**config.mk**
```make
export PLATFORM = sky130hd
export DESIGN_NAME = par_to_ser_flat
export DESIGN_NICKNAME = d
export VERILOG_FILES = /design/src/rtl/par_to_ser_if.sv /design/src/rtl/par_to_ser.sv /design/src/flat_wrapper.sv
export SDC_FILE = /design/constraint.sdc
export NUM_CORES = 1
export LEC_CHECK = 0
export ABC_AREA = 0
export CAP_MARGIN = 20
export CORE_UTILIZATION = 44
export CTS_CLUSTER_DIAMETER = 80
export DETAILED_ROUTE_END_ITERATION = 16
export PLACE_DENSITY_LB_ADDON = 0.2
export SETUP_SLACK_MARGIN = 0.1
export SLEW_MARGIN = 20
export SYNTH_ARGS = -nofsm -noshare
export SYNTH_HDL_FRONTEND = slang
export SYNTH_SLANG_ARGS = --single-unit
```
**constraint.sdc**
```tcl
create_clock -name i_clk -period 1.6 [get_ports i_clk]
set_clock_uncertainty 0.05 [all_clocks]
set_input_delay 0.16 -clock i_clk [delete_from_list [all_inputs] [get_ports i_clk]]
set_output_delay 0.16 -clock i_clk [all_outputs]
set_load 0.02 [all_outputs]
```
**src/rtl/par_to_ser_if.sv**
```systemverilog
// Word-in / bit-out handshake bundle for par_to_ser.
// master is the environment side, slave is the transmitter side.
interface par_to_ser_if #(
    parameter int WIDTH = 8
);
    logic [WIDTH-1:0] p_x;
    logic             i_valid;
    logic             o_ready;
    logic             o_a;
    logic             o_valid;
    logic             o_last;
    logic             i_ready;

    modport master (
        output p_x, i_valid, i_ready,
        input  o_ready, o_a, o_valid, o_last
    );

    modport slave (
        input  p_x, i_valid, i_ready,
        output o_ready, o_a, o_valid, o_last
    );
endinterface

```
**src/rtl/par_to_ser.sv**
```systemverilog
// Parallel-to-serial transmitter: one WIDTH-bit word in, one bit per sink beat out.
// Define PAR_TO_SER_PARITY_EN to append an even-parity bit after the data bits.
module par_to_ser #(
    parameter int WIDTH     = 8,
    parameter bit MSB_FIRST = 1'b0
) (
    input logic       i_clk,
    input logic       i_rst_n,
    par_to_ser_if.slave bus
);
    localparam int              CW       = $clog2(WIDTH);
    localparam logic [CW-1:0]   LAST_IDX = CW'(WIDTH - 1);

`ifdef PAR_TO_SER_PARITY_EN
    typedef enum logic [1:0] {IDLE, SHIFT, PARITY} state_t;
    logic par;
`else
    typedef enum logic {IDLE, SHIFT} state_t;
`endif

    state_t           state, state_next;
    logic [WIDTH-1:0] shreg;
    logic [CW-1:0]    cnt;
    logic             head, at_last, capture, beat;
    logic             ready, valid, a, last;

    assign head    = MSB_FIRST ? shreg[WIDTH-1] : shreg[0];
    assign at_last = (cnt == LAST_IDX);

    always_comb begin
        state_next = state;
        ready      = 1'b0;
        valid      = 1'b0;
        a          = 1'b0;
        last       = 1'b0;
        capture    = 1'b0;
        beat       = 1'b0;
        case (state)
            IDLE: begin
                ready = 1'b1;
                if (bus.i_valid) begin
                    capture    = 1'b1;
                    state_next = SHIFT;
                end
            end
            SHIFT: begin
                // i_valid is ignored here; only the sink's i_ready paces the bits
                valid = 1'b1;
                a     = head;
                beat  = bus.i_ready;
`ifdef PAR_TO_SER_PARITY_EN
                if (beat && at_last) state_next = PARITY;
`else
                last  = at_last;
                if (beat && at_last) state_next = IDLE;
`endif
            end
`ifdef PAR_TO_SER_PARITY_EN
            PARITY: begin
                valid = 1'b1;
                a     = par;
                last  = 1'b1;
                if (bus.i_ready) state_next = IDLE;
            end
`endif
            default: state_next = IDLE;
        endcase
    end

    assign bus.o_ready = ready;
    assign bus.o_valid = valid;
    assign bus.o_a     = a;
    assign bus.o_last  = last;

    always_ff @(posedge i_clk or negedge i_rst_n) begin
        if (!i_rst_n) begin
            state <= IDLE;
            shreg <= '0;
            cnt   <= '0;
`ifdef PAR_TO_SER_PARITY_EN
            par   <= 1'b0;
`endif
        end else begin
            state <= state_next;
            if (capture) begin
                shreg <= bus.p_x;
                cnt   <= '0;
`ifdef PAR_TO_SER_PARITY_EN
                par   <= ^bus.p_x;
`endif
            end else if (beat) begin
                shreg <= MSB_FIRST ? (shreg << 1) : (shreg >> 1);
                // counter saturates at the final index so it never exceeds WIDTH-1
                if (!at_last) cnt <= cnt + CW'(1);
            end
        end
    end
endmodule

```
**src/flat_wrapper.sv**
```systemverilog
// flat-port wrapper written by rule: the top's interface ports become plain ports
module par_to_ser_flat 
#(
    parameter int WIDTH     = 8,
    parameter bit MSB_FIRST = 1'b0
)
  (i_clk, i_rst_n, bus_p_x, bus_i_valid, bus_i_ready, bus_o_ready, bus_o_a, bus_o_valid, bus_o_last);
  par_to_ser_if #(.WIDTH(WIDTH)) bus_i ();
  input logic i_clk;
  input logic i_rst_n;
  input wire logic [$bits(bus_i.p_x)-1:0] bus_p_x;
  input wire logic [$bits(bus_i.i_valid)-1:0] bus_i_valid;
  input wire logic [$bits(bus_i.i_ready)-1:0] bus_i_ready;
  output wire logic [$bits(bus_i.o_ready)-1:0] bus_o_ready;
  output wire logic [$bits(bus_i.o_a)-1:0] bus_o_a;
  output wire logic [$bits(bus_i.o_valid)-1:0] bus_o_valid;
  output wire logic [$bits(bus_i.o_last)-1:0] bus_o_last;
  assign bus_i.p_x = bus_p_x;
  assign bus_i.i_valid = bus_i_valid;
  assign bus_i.i_ready = bus_i_ready;
  assign bus_o_ready = bus_i.o_ready;
  assign bus_o_a = bus_i.o_a;
  assign bus_o_valid = bus_i.o_valid;
  assign bus_o_last = bus_i.o_last;
  par_to_ser #(.WIDTH(WIDTH), .MSB_FIRST(MSB_FIRST)) u_core (.i_clk(i_clk), .i_rst_n(i_rst_n), .bus(bus_i));
endmodule
```
==> impl_results.md <==
- DR DRC count: 0
- CTS Root Cell: sky130_fd_sc_hd__clkbuf_4
- Global-route wire length before repair: ~1.8 mm
- Placement row count: 12
- Area occupied by multi-input gates: ~270 µm²
- Horizontal die dimension: around 38 µm
- Die Ht: 38.4 µm
- Synthesized net count: 69
- Number of synthesis warnings: 0
- Num ports: 16
- Number of antenna diodes: 0
- Area share of the largest cell type after synthesis: between 50% and 60%
- Post-Route Hold Slack: between 0.15 and 0.2 ns
- Type of the most critical hold path: in -> async
- Biggest area consumer among synthesized cells: sky130_fd_sc_hd__dfrtp_1
- DP Wirelength: 729 µm
- Largest stage delay, worst path: 0.39 ns
- Maximum count of clock buffers along a single path: 2
- Result of the run: finished clean
- Pwr dens: ~1400 nW/µm²
- Number of global-route vias before repair: 424
- Number of hold-slack violations in the final timing report: 0
- Area Overhead vs Synth: 44.0%
- Summed instance area of the synthesized netlist: just under 600 µm²
- Count of cell types in the netlist: 21
- Clock sink total: 12
- Number of setup violations in the final report: 0
- Starting Density: 49.8%
- Clock tree from TritonCTS: built
- Antenna-violating nets left: 0
- Design area: 840 µm²
- WP data required: 1.39 ns
- Clock buffer count from CTS: 3
- Number of DRC violations after detailed-routing iteration 0: 7
- Nets: 94
- Max Slew Vio Count: 0
- Fraction of the yosys area taken by sequential cells: 51.5%
- Number of fill cells: 92
- Final RePlAce weighted congestion: 0.673
- Endpoint arrival time on the critical path: 1.26 ns
- Share of the core filled with cells: between 70% and 80%
- Period Utilization, post-route: 92.0%
- Initial antenna violation count: 0
- Maximum clock frequency: ~680 MHz
- Synthesized netlist cell count: 55
- Die Footprint: ~1500 µm²
- Area taken by flip-flops and latches: 300 µm²
- Highest net fanout along the worst path: 2
- Flip-flop and latch count after synthesis: 12
- Total track usage: about a fifth
- Grt total ovfl: 0
- Shortest clock period the worst path allows after layout: 1.47 ns
- Slowest cell on the critical path: sky130_fd_sc_hd__dfrtp_1
- Wire length per cell after detailed routing: 11.8 µm
- DRT Pass-1 Iters: 3
- Critical Path Source Type: flop
- IR Drop Worst-Case VDD: 703 µV
- Setup Crit Path Kind: reg -> out
- Unrepaired setup endpoints after global routing: yes
- Ordered list of cells on the worst path: ha_2 -> ha_4 -> and2_4 -> buf_6
- Static Leak: 0.370 nW
- Max Cap Viol: 0
- Dpl cell area: roughly 750 µm²
- Slew HR: 62.9%
- Number of vias per cell: 5.12
- Port-buffer cells: 15
- Fraction of final layout cells sized beyond drive strength 1: a little over a quarter
- Clock latency on the worst-skew pair: 0.27 ns
- Register clock-pin slew on the reported worst setup and hold paths: 0.07 ns
- Core footprint: 1170 µm²
- Synth area leaders: sky130_fd_sc_hd__dfrtp_1, sky130_fd_sc_hd__nor2_1, sky130_fd_sc_hd__o22ai_1
- Average footprint of a synthesized cell: 10.6 µm²
- Number of H-tree levels: 1
- Total via count after detailed routing: 476
- CP endpoint kind: primary output
- Largest net degree at the start of global routing: 13
- Tightest Pin Transition: roughly 0.56 ns
- Routed wire length: 1.10 mm
[critical path: cells and delay by family (launching register included)]
| kind | cells | cell delay, ns |
|---|---|---|
| AND/OR/NAND/NOR | 1 | 0.13 |
| buffers and inverters | 1 | 0.12 |
| adder cells (fa/ha/maj) | 2 | 0.35 |
| flip-flops | 1 | 0.39 |
[timing repair]
action | in CTS | in global routing
setup buffers | 3 | 2
pin swaps | 0 | 1
endpoints found under the setup margin | 5 | 5
hold buffers | 0 | 0
resized for setup | 6 | 9
[registers in the layout, indices dropped and copies added, names as in the netlist]
register / flops
u_core.cnt: 3
u_core.shreg: 8
u_core.state: 1
[cells by family (layout without fill, tap and decap cells)]
kind of cell    after synthesis  in the layout  synth area share, %
simple gates                 20             20                 15.7
compound gates               14             14                 19.7
flops                        12             12                 51.5
buf+inv                       5             29                 4.51
fa+ha+maj                     2              2                 4.29
mux                           2              2                 4.29
[report_power, final]
| part | switching, mW | internal (mW) | leakage, nW | total (mW) |
|---|---|---|---|---|
| clock network | 0.0992 | 0.138 | 0.0210 | 0.237 |
| logic | 0.207 | 0.276 | 0.212 | 0.483 |
| registers | 0.0657 | 0.414 | 0.137 | 0.480 |
[worst paths after layout]
check / startpoint / to / slack [ns] / cells past startpoint
max: u_core.cnt[1] / bus_o_last / 0.13 / 4
min: i_rst_n / u_core.shreg[2] / 0.19 / 1
max reg2reg: u_core.cnt[1] / u_core.cnt[1] / 0.14 / 5
min reg2reg: u_core.shreg[1] / u_core.shreg[1] / 0.47 / 2
max in group asynchronous: i_rst_n / u_core.state / 0.94 / 1
min in group i_clk: bus_p_x[7] / u_core.shreg[7] / 0.38 / 3
[cell usage after synthesis]
| library cell | count |
|---|---|
| sky130_fd_sc_hd__a211oi_1 | 1 |
| sky130_fd_sc_hd__a21oi_1 | 2 |
| sky130_fd_sc_hd__a22o_1 | 1 |
| sky130_fd_sc_hd__a32o_1 | 2 |
| sky130_fd_sc_hd__and2_1 | 1 |
| sky130_fd_sc_hd__and2_2 | 1 |
| sky130_fd_sc_hd__and2b_2 | 1 |
| sky130_fd_sc_hd__buf_6 | 1 |
| sky130_fd_sc_hd__clkbuf_1 | 1 |
| sky130_fd_sc_hd__dfrtp_1 | 12 |
| sky130_fd_sc_hd__ha_1 | 2 |
| sky130_fd_sc_hd__inv_1 | 3 |
| sky130_fd_sc_hd__mux2_4 | 1 |
| sky130_fd_sc_hd__mux2i_1 | 1 |
| sky130_fd_sc_hd__nand2_1 | 1 |
| sky130_fd_sc_hd__nand2b_1 | 1 |
| sky130_fd_sc_hd__nor2_1 | 14 |
| sky130_fd_sc_hd__nor2b_1 | 1 |
| sky130_fd_sc_hd__o21bai_4 | 1 |
| sky130_fd_sc_hd__o22ai_1 | 6 |
| sky130_fd_sc_hd__o22ai_2 | 1 |
[stage by stage]
step,setup TNS (ns),power (mW),std cells,worst slack [ns]
final,0,1.20,93,0.128
after CTS,0,1.14,91,0.0549
after detailed placement,-0.0186,0.901,84,-0.0186
after global placement,-0.0113,0.884,84,-0.0113
after floorplan,0,0.748,55,0.161
after global routing,0,1.29,93,0.0887
[routing by layer]
metal / vias up / track usage [%] / part of all wire, %
li1: 241 / - / -
met5: - / 0 / 0
met3: 5 / 5.23 / 5.2
met2: 14 / 28.0 / 44
met4: 0 / 10.3 / 2.4
met1: 216 / 25.2 / 48
[area by class of cell]
cell class	instances	area share (%)
tap	14	2.09
inverter	3	1.34
clock buffer	4	4.32
multi-input combinational	38	32.6
sequential	12	35.8
timing repair buffer	22	23.8
[cells in the final DEF (no fill, tap or decap), drive strengths merged]
cell	Yosys	routed
mux2i	1	1
nor2	14	14
o22ai	7	7
a32o	2	2
a211oi	1	1
mux2	1	1
and2b	1	1
nand2b	1	1
ha	2	2
o21bai	1	1
a22o	1	1
nor2b	1	1
dlymetal6s2s	0	1
and2	2	2
inv	3	3
dfrtp	12	12
buf	1	8
dlygate4sd2	0	1
nand2	1	1
a21oi	2	2
clkbuf	1	5
clkdlybuf4s50	0	11
Power figures use the tool's default switching activity.
==> RTL edit 1, RTL diff (same settings) <==
`WIDTH` is set to 8 in 3 places; all go to 16.
--- a/src/rtl/par_to_ser_if.sv
+++ b/src/rtl/par_to_ser_if.sv
@@ -1,7 +1,7 @@
 // Word-in / bit-out handshake bundle for par_to_ser.
 // master is the environment side, slave is the transmitter side.
 interface par_to_ser_if #(
-    parameter int WIDTH = 8
+    parameter int WIDTH = 16
 );
     logic [WIDTH-1:0] p_x;
     logic             i_valid;
--- a/src/rtl/par_to_ser.sv
+++ b/src/rtl/par_to_ser.sv
@@ -1,7 +1,7 @@
 // Parallel-to-serial transmitter: one WIDTH-bit word in, one bit per sink beat out.
 // Define PAR_TO_SER_PARITY_EN to append an even-parity bit after the data bits.
 module par_to_ser #(
-    parameter int WIDTH     = 8,
+    parameter int WIDTH     = 16,
     parameter bit MSB_FIRST = 1'b0
 ) (
     input logic       i_clk,
--- a/src/flat_wrapper.sv
+++ b/src/flat_wrapper.sv
@@ -1,7 +1,7 @@
 // flat-port wrapper written by rule: the top's interface ports become plain ports
 module par_to_ser_flat 
 #(
-    parameter int WIDTH     = 8,
+    parameter int WIDTH     = 16,
     parameter bit MSB_FIRST = 1'b0
 )
   (i_clk, i_rst_n, bus_p_x, bus_i_valid, bus_i_ready, bus_o_ready, bus_o_a, bus_o_valid, bus_o_last);
Ports: changed (resized bus_p_x); port bits go from 16 to 24. No check against the original RTL was run, so the function may have changed too.
==> RTL edit 1 against the unedited design <==
  * Area after synthesis is 70% higher
  * Cell count is 86% higher
  * Hold slack worse by 54 ps
  * Setup slack worse by 74 ps
  * Final area is 59% higher
  * Sequential power is 86% higher
  * Global-route usage is 0.57 points lower
  * Clock power is 7% higher
  * Non-clock buffer count is 13 higher
  * Total power is 55% higher
  * Count of clock-buffer cells in the layout is 1 lower
  * Die area is 66% higher
  * Sequential cell count is 9 higher
  * Wire length is 92% higher
==> RTL edit 1: results (changes against the unedited design) <==
Global routing
  – M3 GR Usage: 3.086% (-2.1 points)
  – Overall global routing resource usage: 18.41% (-0.57 points)
  – Largest net degree at the start of global routing: 22 (+9)
  – GR Layer Usage met1: 24.19% (-1.0 points)
  – Vias in the first global route: 812 (+92%)
  – First-pass GRT wire length: 3477 um (+92%)
  – Met2 Track Usage GR: 31.74% (+3.8 points)

Routing
  – Vias per cell: 5.312 (+3.8%)
  – Wire length on met2: 1032 um (+110%)
  – Met3 layer wire length in the routed design: 127 um (+120%)
  – Iteration-0 DRC Markers: 29 (+22)
  – Drt wl/cell: 12.21 um (+3.1%)
  – TritonRoute pass-1 iters: 4 (+1)
  – Metal-1 WL: 953 um (+80%)
  – Top layer reached by signal wires: met3

CTS
  – CTS root buf: sky130_fd_sc_hd__clkbuf_4
  – Number of gates resized after cts: 8 (+2)
  – Clock buffers created by TritonCTS: 3 (unchanged)
  – Number of buffers added for setup after CTS: 0 (-3)
  – Clock Pin Slew Worst Setup and Hold Paths: 120 ps (+50 ps)
  – Worst-Skew Late Latency: 300 ps (+30 ps)
  – CTS max path bufs: 2 (unchanged)

Layout
  – Share of layout cells above drive strength 1: 14.38% (-12 points)
  – Final #Nets: 168 (+79%)
  – Top flop regs: u_core.shreg (16), u_core.cnt (4), u_core.state (1)

Power
  – Static Leakage: 0.0005956 uW (+61%)
  – Register share of total power: 48.1% (+8.1 points)
  – Clock group share of total power: 13.6% (-6.2 points)
  – VDD IR max: 1086 uV (+54%)
  – Switching power of the nets: 648.4 uW (+75%)

Placed design
  – Port Buf Inserts: 23 (+8)
  – Worst setup slack after placement: -41.78 ps (-23.16 ps)
  – Final weighted congestion in routability-driven placement: 0.7702 (+14%)
  – HPWL after detailed placement: 1458 um (+100%)

Yosys
  – Top area cells in the synthesized netlist: sky130_fd_sc_hd__dfrtp_1, sky130_fd_sc_hd__nand2_1, sky130_fd_sc_hd__a31oi_1
  – Register area share after synthesis: 53.03% (+1.5 points)
  – Synthesized netlist net count: 135 (+96%)
  – Count of distinct cell types in the synthesized netlist: 25 (+19%)
  – Top post-synthesis cells by count: sky130_fd_sc_hd__nand2_1, sky130_fd_sc_hd__dfrtp_1, sky130_fd_sc_hd__a31oi_1, sky130_fd_sc_hd__nor2_1, sky130_fd_sc_hd__buf_2

Worst setup path
  – Reg-to-reg critical path endpoint: u_core.cnt[0]$_DFFE_PN0P_
  – Data arrival time at the worst-slack endpoint: 1340 ps (+80 ps)
  – Minimum setup slack among reg-to-reg paths: 230 ps (+90 ps)

Timing
  – Setup TNS Final: 0 ps (unchanged)
  – Relative slew margins: 81.38% (+19 points)

Run status
  – Run status: finished, final reports clean
[RTL edit 1: worst max path at each step]
stage / startpoint / endpoint / slack (ps)
detailed placement: u_core.cnt[0]$_DFFE_PN0P_ / bus_o_last / -40
floorplan: u_core.cnt[0]$_DFFE_PN0P_ / bus_o_last / 320
global route: u_core.cnt[1]$_DFFE_PN0P_ / bus_o_last / 10
CTS: u_core.cnt[0]$_DFFE_PN0P_ / bus_o_last / -2
global placement: u_core.cnt[0]$_DFFE_PN0P_ / bus_o_last / -20
finish: u_core.cnt[1]$_DFFE_PN0P_ / bus_o_last / 50
[RTL edit 1: critical path, cell delays in order, from the launching register on]
cell and delay [ps]:
sky130_fd_sc_hd__dfrtp_1 400, sky130_fd_sc_hd__ha_2 190, sky130_fd_sc_hd__and3_4 180, sky130_fd_sc_hd__and2_4 150
sky130_fd_sc_hd__buf_6 120
[RTL edit 1: final cells by class]
cell class,count,area (um^2)
timing repair buffer,35,317.8
fill,185,703.2
multi-input combinational,85,429.2
clock inverter,1,5.005
inverter,1,3.754
tap,27,33.78
sequential,21,526.8
clock buffer,3,22.52
[RTL edit 1: metrics by stage]
| stage | total power [uW] | util (%) | hold slack, ps | cell area (um^2) | cells |
|---|---|---|---|---|---|
| floorplan | 1302 | - | -185.6 | 991.0 | 114 |
| global placement | 1540 | 63.05 | 437.1 | 1287 | 167 |
| detailed placement | 1582 | 63.05 | 465.2 | 1287 | 167 |
| CTS | 1817 | 64.03 | 145.9 | 1308 | 171 |
| global route | 2002 | 65.56 | 170.4 | 1339 | 173 |
| finish | 1855 | 65.56 | 139.9 | 1339 | 173 |
[RTL edit 1: logic make-up after synthesis]
kind of cell / share of synthesized area, %
AOI/OAI and AO/OA: 15.40
adders and majority gates: 1.262
buffers and inverters: 4.671
DFF: 53.03
and+or+nand+nor: 25.63
==> RTL edit 2, RTL diff (config.mk and constraints unchanged) <==
Made on the original files. Reset style: synchronous (`i_rst_n`), changed in one clocked block.
--- a/src/rtl/par_to_ser.sv
+++ b/src/rtl/par_to_ser.sv
@@ -72,7 +72,7 @@
     assign bus.o_a     = a;
     assign bus.o_last  = last;
 
-    always_ff @(posedge i_clk or negedge i_rst_n) begin
+    always_ff @(posedge i_clk) begin
         if (!i_rst_n) begin
             state <= IDLE;
             shreg <= '0;
Check against the original RTL: differs if i_rst_n is asserted again (counterexample within 4 cycles, from zero or initial values and one cycle with i_rst_n low); with i_rst_n held inactive, the same outputs for 10 cycles.
==> RTL edit 2 against the unedited design <==
  * Via count decreased by 1.1%
  * Hold slack improved by 210 ps
  * Wire length decreased by 10%
  * Sequential cell count unchanged
  * Final area decreased by 16%
  * Setup slack improved by 16 ps
  * Maximum frequency increased by 1.1%
  * Highest routed layer unchanged
  * Area after synthesis decreased by 9.2%
  * Largest cell class is now multi-input combinational cells
  * Sequential share of layout area decreased by 1.7 points
Power is not compared: it rests on default switching activity, and its combinational part moved more than twofold at a synthesized area within 25%.
==> RTL edit 2: results (changes against the unedited design) <==
Routing
  – Drt wl/cell: 10.41 um (-12%)
  – DR vias: 471 (-1.1%)
  – TritonRoute pass-1 iters: 4 (+1)
  – Detailed-route wire length: 989 um (-10%)

Worst setup path
  – Maximum fanout encountered on the critical timing path: 3 (+1)

Yosys
  – Async S/R FF share, synth: 0% (-100 points)
  – Top area cells in the synthesized netlist: sky130_fd_sc_hd__dfxtp_1, sky130_fd_sc_hd__nand2_1, sky130_fd_sc_hd__a31oi_1
  – Count of distinct cell types in the synthesized netlist: 17 (-19%)
  – Top post-synthesis cells by count: sky130_fd_sc_hd__nand2_1, sky130_fd_sc_hd__dfxtp_1, sky130_fd_sc_hd__a31oi_1, sky130_fd_sc_hd__o21ai_0, sky130_fd_sc_hd__nor2_1
  – Register area share after synthesis: 45.39% (-6.1 points)
  – Synthesized netlist net count: 80 (+16%)
  – Most common cell in the synthesized netlist: sky130_fd_sc_hd__nand2_1

Min path
  – Worst min-delay path category: input pin to flop

Placed design
  – Final weighted congestion in routability-driven placement: 0.6392 (-5.0%)
  – HPWL after detailed placement: 691.3 um (-5.2%)
  – Placed Instances: 92 (+9.5%)

Run status
  – Run status: finished, final reports clean

Layout
  – Share of layout cells above drive strength 1: 8.642% (-18 points)
  – Number of inserted filler cells in the final layout: 111 (+21%)
  – Top flop regs: u_core.shreg (8), u_core.cnt (3), u_core.state (1)
  – Final #Nets: 97 (+3.2%)

Global routing
  – First-pass GRT wire length: 1628 um (-9.9%)
  – Vias in the first global route: 360 (-15%)
  – Overall global routing resource usage: 17.84% (-1.1 points)
  – Largest net degree at the start of global routing: 16 (+3)

Power
  – Register share of total power: 55.2%
  – Internal: around 460 uW
  – Overall power of the completed layout: roughly 600 uW
[RTL edit 2: changes by cell type after synthesis, moves of 2 or more]
cell | before | now
sky130_fd_sc_hd__nand2_1 | 1 | 19
sky130_fd_sc_hd__dfrtp_1 | 12 | 0
sky130_fd_sc_hd__dfxtp_1 | 0 | 12
sky130_fd_sc_hd__nor2_1 | 14 | 3
sky130_fd_sc_hd__a31oi_1 | 0 | 8
sky130_fd_sc_hd__o21ai_0 | 0 | 8
sky130_fd_sc_hd__o22ai_1 | 6 | 0
sky130_fd_sc_hd__a32o_1 | 2 | 0
sky130_fd_sc_hd__buf_2 | 0 | 2
sky130_fd_sc_hd__inv_1 | 3 | 1
[RTL edit 2: routing by layer]
layer / GRT usage [%] / share of wire, % / vias to the layer above
li1: - / - / 253
met5: 0 / 0 / -
met1: 23.95 / 51 / 206
met2: 23.21 / 42 / 10
met4: 8.333 / 1.5 / 0
met3: 9.146 / 5.2 / 2
[RTL edit 2: area by class of cell]
| class | count | area [um^2] | share of cell area, % |
|---|---|---|---|
| well taps | 14 | 17.52 | 2.473 |
| inverters | 1 | 3.754 | 0.5300 |
| flip-flops and latches | 12 | 241.5 | 34.10 |
| multi-input cells | 49 | 266.5 | 37.63 |
| repair buffers | 16 | 156.4 | 22.08 |
| clock buffers | 3 | 22.52 | 3.180 |
[RTL edit 2: cell families after synthesis]
| logic type | after synthesis | synth area share (%) |
|---|---|---|
| muxes | 2 | 3.783 |
| DFF | 12 | 45.39 |
| buffers and inverters | 5 | 4.727 |
| AOI/OAI and AO/OA | 17 | 17.97 |
| xor gates and xnor gates | 1 | 1.655 |
| and+or+nand+nor | 27 | 21.75 |
| adders and majority gates | 2 | 4.727 |
[RTL edit 2: final timing paths]
path / startpoint / end / slack [ps]
min reg2reg: u_core.shreg[7]$_SDFFE_PN0P_ / u_core.shreg[7]$_SDFFE_PN0P_ / 410
max reg2reg: u_core.cnt[0]$_SDFFE_PP0P_ / u_core.cnt[1]$_SDFFE_PP0P_ / 240
min: bus_p_x[7] / u_core.shreg[7]$_SDFFE_PN0P_ / 400
max: u_core.cnt[0]$_SDFFE_PP0P_ / bus_o_last / 140
[RTL edit 2: worst max-delay path, stage by stage, from the launching register on]
cell                      delay (ps)
sky130_fd_sc_hd__dfxtp_1         320
sky130_fd_sc_hd__ha_1            210
sky130_fd_sc_hd__ha_2            180
sky130_fd_sc_hd__and2_1          130
sky130_fd_sc_hd__buf_2           150
[RTL edit 2: per-stage QoR]
step | setup WS [ps] | hold slack [ps] | area (um^2)
6_report | 144.2 | 403.3 | 708.2
5_1_grt | 79.37 | 404.1 | 708.2
4_1_cts | 11.32 | 398.4 | 706.9
3_5_place_dp | 13.87 | 403.6 | 683.2
3_3_place_gp | 49.60 | 388.6 | 683.2
2_1_floorplan | 319.9 | 218.0 | 529.3
